## config.mk

```make
export PLATFORM = sky130hd
export DESIGN_NAME = writeback_unit
export DESIGN_NICKNAME = d
export VERILOG_FILES = /design/src/rtl/cpu_pkg.sv /design/src/rtl/wb_fifo.sv /design/src/rtl/writeback_unit.sv
export SDC_FILE = /design/constraint.sdc
export NUM_CORES = 1
export LEC_CHECK = 0
export BUFFER_PORTS_ARGS = -buffer_cell sky130_fd_sc_hd__buf_2
export CAP_MARGIN = 30
export CELL_PAD_IN_SITES_DETAIL_PLACEMENT = 0
export CELL_PAD_IN_SITES_GLOBAL_PLACEMENT = 1
export CORE_ASPECT_RATIO = 1.1
export CORE_MARGIN = 2
export CORE_UTILIZATION = 43
export CTS_CLUSTER_SIZE = 10
export DETAILED_ROUTE_END_ITERATION = 10
export PLACE_DENSITY = 0.77
export SLEW_MARGIN = 20
export SYNTH_ARGS = -nofsm -noshare
export SYNTH_HDL_FRONTEND = slang
export SYNTH_SLANG_ARGS = --single-unit
```

## constraint.sdc

```tcl
create_clock -name clk -period 3 [get_ports clk]
set_input_delay 0.45 -clock clk [delete_from_list [all_inputs] [get_ports clk]]
set_output_delay 0.45 -clock clk [all_outputs]
set_load 0.005 [all_outputs]
```

## src/rtl/cpu_pkg.sv

```systemverilog
// Shared register-file constants and the write-back queue entry type.
package cpu_pkg;

    localparam int REG_ADDR_W = 5;
    localparam int REG_DATA_W = 32;
    localparam int ZERO_REG   = 0;

    typedef struct packed {
        logic [REG_ADDR_W-1:0] rd;
        logic [REG_DATA_W-1:0] data;
    } wb_entry_t;

endpackage

```

## src/rtl/wb_fifo.sv

```systemverilog
// Generic circular FIFO with push/pop/count; exposes its entries ordered oldest-first
// together with a per-slot valid mask so callers can search the whole queue.
module wb_fifo
    import cpu_pkg::*;
#(
    parameter int  DEPTH   = 4,
    parameter type entry_t = wb_entry_t
) (
    input  logic                   clk,
    input  logic                   rst_n,
    input  logic                   push,
    input  entry_t                 din,
    input  logic                   pop,
    output logic [$clog2(DEPTH):0] count,
    output entry_t                 by_age    [DEPTH],
    output logic [DEPTH-1:0]       age_valid
);

    localparam int PTR_W = $clog2(DEPTH);
    localparam int CNT_W = PTR_W + 1;

    entry_t             mem_q [DEPTH];
    entry_t             mem_d [DEPTH];
    logic [PTR_W-1:0]   rd_ptr_q, rd_ptr_d;
    logic [PTR_W-1:0]   wr_ptr_q, wr_ptr_d;
    logic [CNT_W-1:0]   count_q,  count_d;

    always_comb begin
        // NOTE: every variable gets a default first so no path through this block infers a latch.
        mem_d    = mem_q;
        rd_ptr_d = rd_ptr_q;
        wr_ptr_d = wr_ptr_q;
        count_d  = count_q;
        if (push) begin
            mem_d[wr_ptr_q] = din;
            wr_ptr_d        = wr_ptr_q + PTR_W'(1);
        end
        if (pop) begin
            rd_ptr_d = rd_ptr_q + PTR_W'(1);
        end
        case ({push, pop})
            2'b10:   count_d = count_q + CNT_W'(1);
            2'b01:   count_d = count_q - CNT_W'(1);
            default: count_d = count_q;
        endcase
    end

    // NOTE: sequential state uses non-blocking assignments so every flop samples pre-edge values.
    always_ff @(posedge clk or negedge rst_n) begin
        if (!rst_n) begin
            rd_ptr_q <= '0;
            wr_ptr_q <= '0;
            count_q  <= '0;
        end else begin
            rd_ptr_q <= rd_ptr_d;
            wr_ptr_q <= wr_ptr_d;
            count_q  <= count_d;
        end
    end

    // NOTE: storage is deliberately not reset; count_q alone decides which slots are meaningful.
    always_ff @(posedge clk) begin
        mem_q <= mem_d;
    end

    always_comb begin
        for (int k = 0; k < DEPTH; k++) begin
            by_age[k]    = mem_q[rd_ptr_q + PTR_W'(k)];
            age_valid[k] = (CNT_W'(k) < count_q);
        end
    end

    assign count = count_q;

endmodule

```

## src/rtl/writeback_unit.sv

```systemverilog
// Register-file write-back: arbitrates load/ALU results into an in-order queue, retires one
// write per cycle and reports pending writes. Define WB_BYPASS_EN to add youngest-match forwarding.
module writeback_unit
    import cpu_pkg::*;
#(
    parameter int DATA_W = REG_DATA_W,
    parameter int ADDR_W = REG_ADDR_W,
    parameter int DEPTH  = 4
) (
    input  logic                   clk,
    input  logic                   rst_n,
    input  logic                   alu_valid,
    input  logic [ADDR_W-1:0]      alu_rd,
    input  logic [DATA_W-1:0]      alu_data,
    output logic                   alu_ready,
    input  logic                   ld_valid,
    input  logic [ADDR_W-1:0]      ld_rd,
    input  logic [DATA_W-1:0]      ld_data,
    output logic                   ld_ready,
    output logic                   RegWrite,
    output logic [ADDR_W-1:0]      Write_register,
    output logic [DATA_W-1:0]      Write_data,
    input  logic [ADDR_W-1:0]      Read_register1,
    input  logic [ADDR_W-1:0]      Read_register2,
    output logic                   pending1,
    output logic                   pending2,
`ifdef WB_BYPASS_EN
    output logic [DATA_W-1:0]      fwd_data1,
    output logic [DATA_W-1:0]      fwd_data2,
`endif
    output logic [$clog2(DEPTH):0] occupancy
);

    localparam int               CNT_W    = $clog2(DEPTH) + 1;
    localparam logic [CNT_W-1:0] FULL_CNT = CNT_W'(DEPTH);
    localparam logic [ADDR_W-1:0] R0      = ADDR_W'(ZERO_REG);

    typedef struct packed {
        logic [ADDR_W-1:0] rd;
        logic [DATA_W-1:0] data;
    } entry_t;

    logic             not_full, ld_fire, alu_fire, push, reg_write;
    entry_t           push_entry;
    logic [CNT_W-1:0] count;
    entry_t           by_age [DEPTH];
    logic [DEPTH-1:0] age_valid;

    // Readiness looks only at the current count, so a full queue never accepts even while draining.
    always_comb begin
        not_full        = (count < FULL_CNT);
        ld_ready        = not_full;
        alu_ready       = not_full && !ld_valid;
        ld_fire         = ld_valid && ld_ready;
        alu_fire        = alu_valid && alu_ready;
        push_entry.rd   = ld_fire ? ld_rd   : alu_rd;
        push_entry.data = ld_fire ? ld_data : alu_data;
        push            = (ld_fire || alu_fire) && (push_entry.rd != R0);
    end

    wb_fifo #(
        .DEPTH   (DEPTH),
        .entry_t (entry_t)
    ) u_fifo (
        .clk       (clk),
        .rst_n     (rst_n),
        .push      (push),
        .din       (push_entry),
        .pop       (reg_write),
        .count     (count),
        .by_age    (by_age),
        .age_valid (age_valid)
    );

    always_comb begin
        reg_write      = (count != '0);
        RegWrite       = reg_write;
        Write_register = reg_write ? by_age[0].rd   : '0;
        Write_data     = reg_write ? by_age[0].data : '0;
        occupancy      = count;
    end

    // Scanning oldest to youngest lets the last match win, which is the youngest write.
    always_comb begin
        pending1 = 1'b0;
        pending2 = 1'b0;
`ifdef WB_BYPASS_EN
        fwd_data1 = '0;
        fwd_data2 = '0;
`endif
        for (int k = 0; k < DEPTH; k++) begin
            if (age_valid[k] && (Read_register1 != R0) && (by_age[k].rd == Read_register1)) begin
                pending1 = 1'b1;
`ifdef WB_BYPASS_EN
                fwd_data1 = by_age[k].data;
`endif
            end
            if (age_valid[k] && (Read_register2 != R0) && (by_age[k].rd == Read_register2)) begin
                pending2 = 1'b1;
`ifdef WB_BYPASS_EN
                fwd_data2 = by_age[k].data;
`endif
            end
        end
    end

endmodule

```

==> out/results.tsv <==
stage	metric	value	unit
status	status	finished, violations left	
status	failing checks	negative setup slack	
cts	TritonCTS clock tree	done	
grt	vias in the first global route	4548	
synth	post-synthesis async set-or-reset flop share	4.52	%
layout	antenna cells	0	
layout	share of cells above drive strength 1	49.1	%
critical_path	R2R Path Start	u_fifo.count[2]	
grt	met1 usage	23.0	%
critical_path	CP Class	reg2out	
flow_run	max-cap viol count	0	
sta	Final setup viols	1	
floorplanning	Initial Utilization	43.5	%
floorplanning	die area	18800	um2
layout	Design Area, Final	9360	um2
synth	Synth area leaders	edfxtp_1 (58%), mux4_2 (12%), mux2_2 (6.2%)	
sta	Hold Slack	0.390	ns
floorplanning	# IOs	133	
sta	Final period util	100	%
synth	Synth cell types	38	
drt	first-pass detailed-route iteration total	4	
drt	drt via density	5.28	
sta	worst slew pin tran	0.559	ns
sta	Final Worst Setup Slack	-0.00481	ns
floorplanning	Die Wd	131	um
drt	drt first-iter violations	280	
placement	Placement Setup Slack	0.188	ns
synth	syn avg cell area	17.2	um2
synth	Top FF cell, synth	edfxtp_1	
floorplanning	DIE HEIGHT	144	um
drt	WL final	16.1	mm
sta	Slew HR	62.5	%
synth	post-synthesis sequential area ratio	60.5	%
critical_path	critical path capture point type	output pin	
cts	Clock Tree Buf Depth	2	
critical_path	Critical Path AT	2.55	ns
sta	Setup Skew	0.00740	ns
grt	M3 GR Usage	4.36	%
synth	synthesized area	7630	um2
critical_path	Critical Path End	pending2	
layout	final-layout fill cell count	1413	
floorplanning	core area	17500	um2
sta	Fin Setup TNS	-0.00481	ns
synth	syn nets	541	
critical_path	crit path max fanout	4	
drt	Via Count	4438	
grt	largest net degree at the start of global routing	35	
synth	Yosys top cell by area	edfxtp_1	
critical_path	worst r2r dst	u_fifo.mem_q[30]	
critical_path	R2R depth	6	
synth	synth warn	0	
synth	#FFs+latches synth	155	
layout	NumNets Final	687	
power	cell area power density	1010	nW/um2
sta	Slew Limit Fails	0	
sta	unrepaired setup endpoints after global routing	yes	
sta	Max Freq	333	MHz
drt	ANT nets after route	0	
placement	RePlAce Congestion	0.936	
synth	EDFF count, synth	148	
grt	first-pass GRT wire length	25.1	mm
sta	final hold vios	0	
drt	WL/cell	19.1	um
power	Pleak	0.00343	uW
floorplanning	Rows	51	
synth	area share of the largest cell type after synthesis	58.2	%
cts	Reg clk slew, reported paths	0.06	ns
synth	cell count after synthesis	444	
worst_hold_path	worst hold path type	in2reg	
grt	M2 GR Usage	31.2	%
grt	initial antenna violation count	0	
critical_path	Crit. Startpoint	u_fifo.rd_ptr_q[0]	
power	worst vdd ir	0.538	mV
cts	CTS sink cnt	155	
cts	H-Tree Depth	4	
sta	fin crit period	3.00	ns
grt	gr usage total	18.2	%
critical_path	reg2reg setup slack	0.37	ns
layout	Synth-to-Final Area Change	22.5	%
placement	Port Buf Inserts	132	
drt	DRC	0	
critical_path	CP required	2.55	ns
cts	CTS root buffer	clkbuf_16	
critical_path	CP startpoint kind	register	
placement	HPWL Detailed	10.8	mm
layout	Util after Layout	53.3	%
cts	cts bufs inserted	17	
placement	Placed Area	8590	um2
grt	busiest grt layer	met2	
grt	grt ovf	0	
cts	clk_lat worst skew	0.41	ns
## final cells by class
cell class | count | area, um2 | area share [%]
Sequential cell | 155 | 4630 | 49.5
Multi-Input combinational cell | 250 | 2880 | 30.8
Timing Repair Buffer | 157 | 902 | 9.64
Clock buffer | 17 | 425 | 4.55
Tap cell | 238 | 298 | 3.18
Clock inverter | 15 | 185 | 1.98
Inverter | 9 | 33.8 | 0.361
## what timing repair did
item,in CTS,in global routing
endpoints found under the hold margin,7,0
hold buffers,1,0
buffers inserted,7,0
gates cloned,0,0
gates resized for setup,16,15
pin swaps,3,7
setup endpoints to repair,2,3
## synthesized netlist by cell type (5+ instances only)
cell type,n
mux4_1,10
xnor2_1,27
buf_2,6
and2_1,42
nor2_1,9
nand2_1,5
ha_1,9
mux2i_1,12
edfxtp_1,148
mux4_2,39
buf_1,5
nand4_1,6
dfrtp_1,7
xor2_1,21
mux2_2,42
clkbuf_1,14
inv_1,9
## worst min-delay path by stage
stage                     cells after the start                end         from  slack [ns]
after floorplan                               0    u_fifo.count[0]        rst_n        0.15
after global placement                        1    u_fifo.count[0]        rst_n        0.30
after detailed placement                      1    u_fifo.count[0]        rst_n        0.30
after CTS                                     2   u_fifo.mem_q[81]   ld_data[7]        0.36
after global routing                          2   u_fifo.mem_q[28]  ld_data[28]        0.36
final                                         2  u_fifo.mem_q[125]  ld_data[14]        0.39
## registers in the layout (all words and copies together) (netlist names)
register and cells:
u_fifo.mem_q 148, u_fifo.count 3, u_fifo.rd_ptr_q 2, u_fifo.wr_ptr_q 2
## layer usage
| metal | wire length (um) | up-vias | share of wire, % |
|---|---|---|---|
| met4 | 153 | 0 | 0.95 |
| met2 | 8220 | 140 | 51 |
| li1 | - | 2023 | - |
| met3 | 858 | 14 | 5.3 |
| met5 | 0 | - | 0 |
| met1 | 6870 | 2261 | 43 |
## power by group
group / internal, uW / switching [uW] / total, uW / leakage [uW]
clock: 1320 / 853 / 2180 / 0.000291
combinational: 2090 / 1930 / 4030 / 0.00171
sequential: 3000 / 234 / 3240 / 0.00143
total: 6420 / 3020 / 9440 / 0.00343
## placed cells by master (no fill, tap or decap), drive strengths merged, types with 9 or more instances in the layout
cell,instances
inv,15
clkbuf,17
mux2i,12
xor2,21
buf,156
mux4,49
mux2,42
nor2,9
edfxtp,148
and2,42
ha,9
xnor2,27
## stage by stage
step                      power [uW]  cells
after floorplan                 5860    444
after global placement          7000    801
after detailed placement        7070    801
after CTS                       9450    841
after global routing           10000    841
final                           9440    841
## critical path, stage by stage, from the launching register on
cell	delay (ns)
dfrtp_4	0.52
buf_4	0.15
mux4_2	0.48
xnor2_2	0.19
nand4_1	0.12
or4_1	0.48
nand4_1	0.09
buf_2	0.11
## cell families (layout without fill, tap and decap cells)
| kind of cell | count (synthesis) | after routing | share of synthesized area, % |
|---|---|---|---|
| mux | 103 | 103 | 22.7 |
| xor+xnor | 48 | 48 | 5.51 |
| fa+ha+maj | 9 | 9 | 1.47 |
| compound gates | 11 | 11 | 1.07 |
| simple gates | 79 | 79 | 6.29 |
| buf+inv | 39 | 198 | 2.44 |
| flops | 155 | 155 | 60.5 |
(Power assumes the default switching activity.)
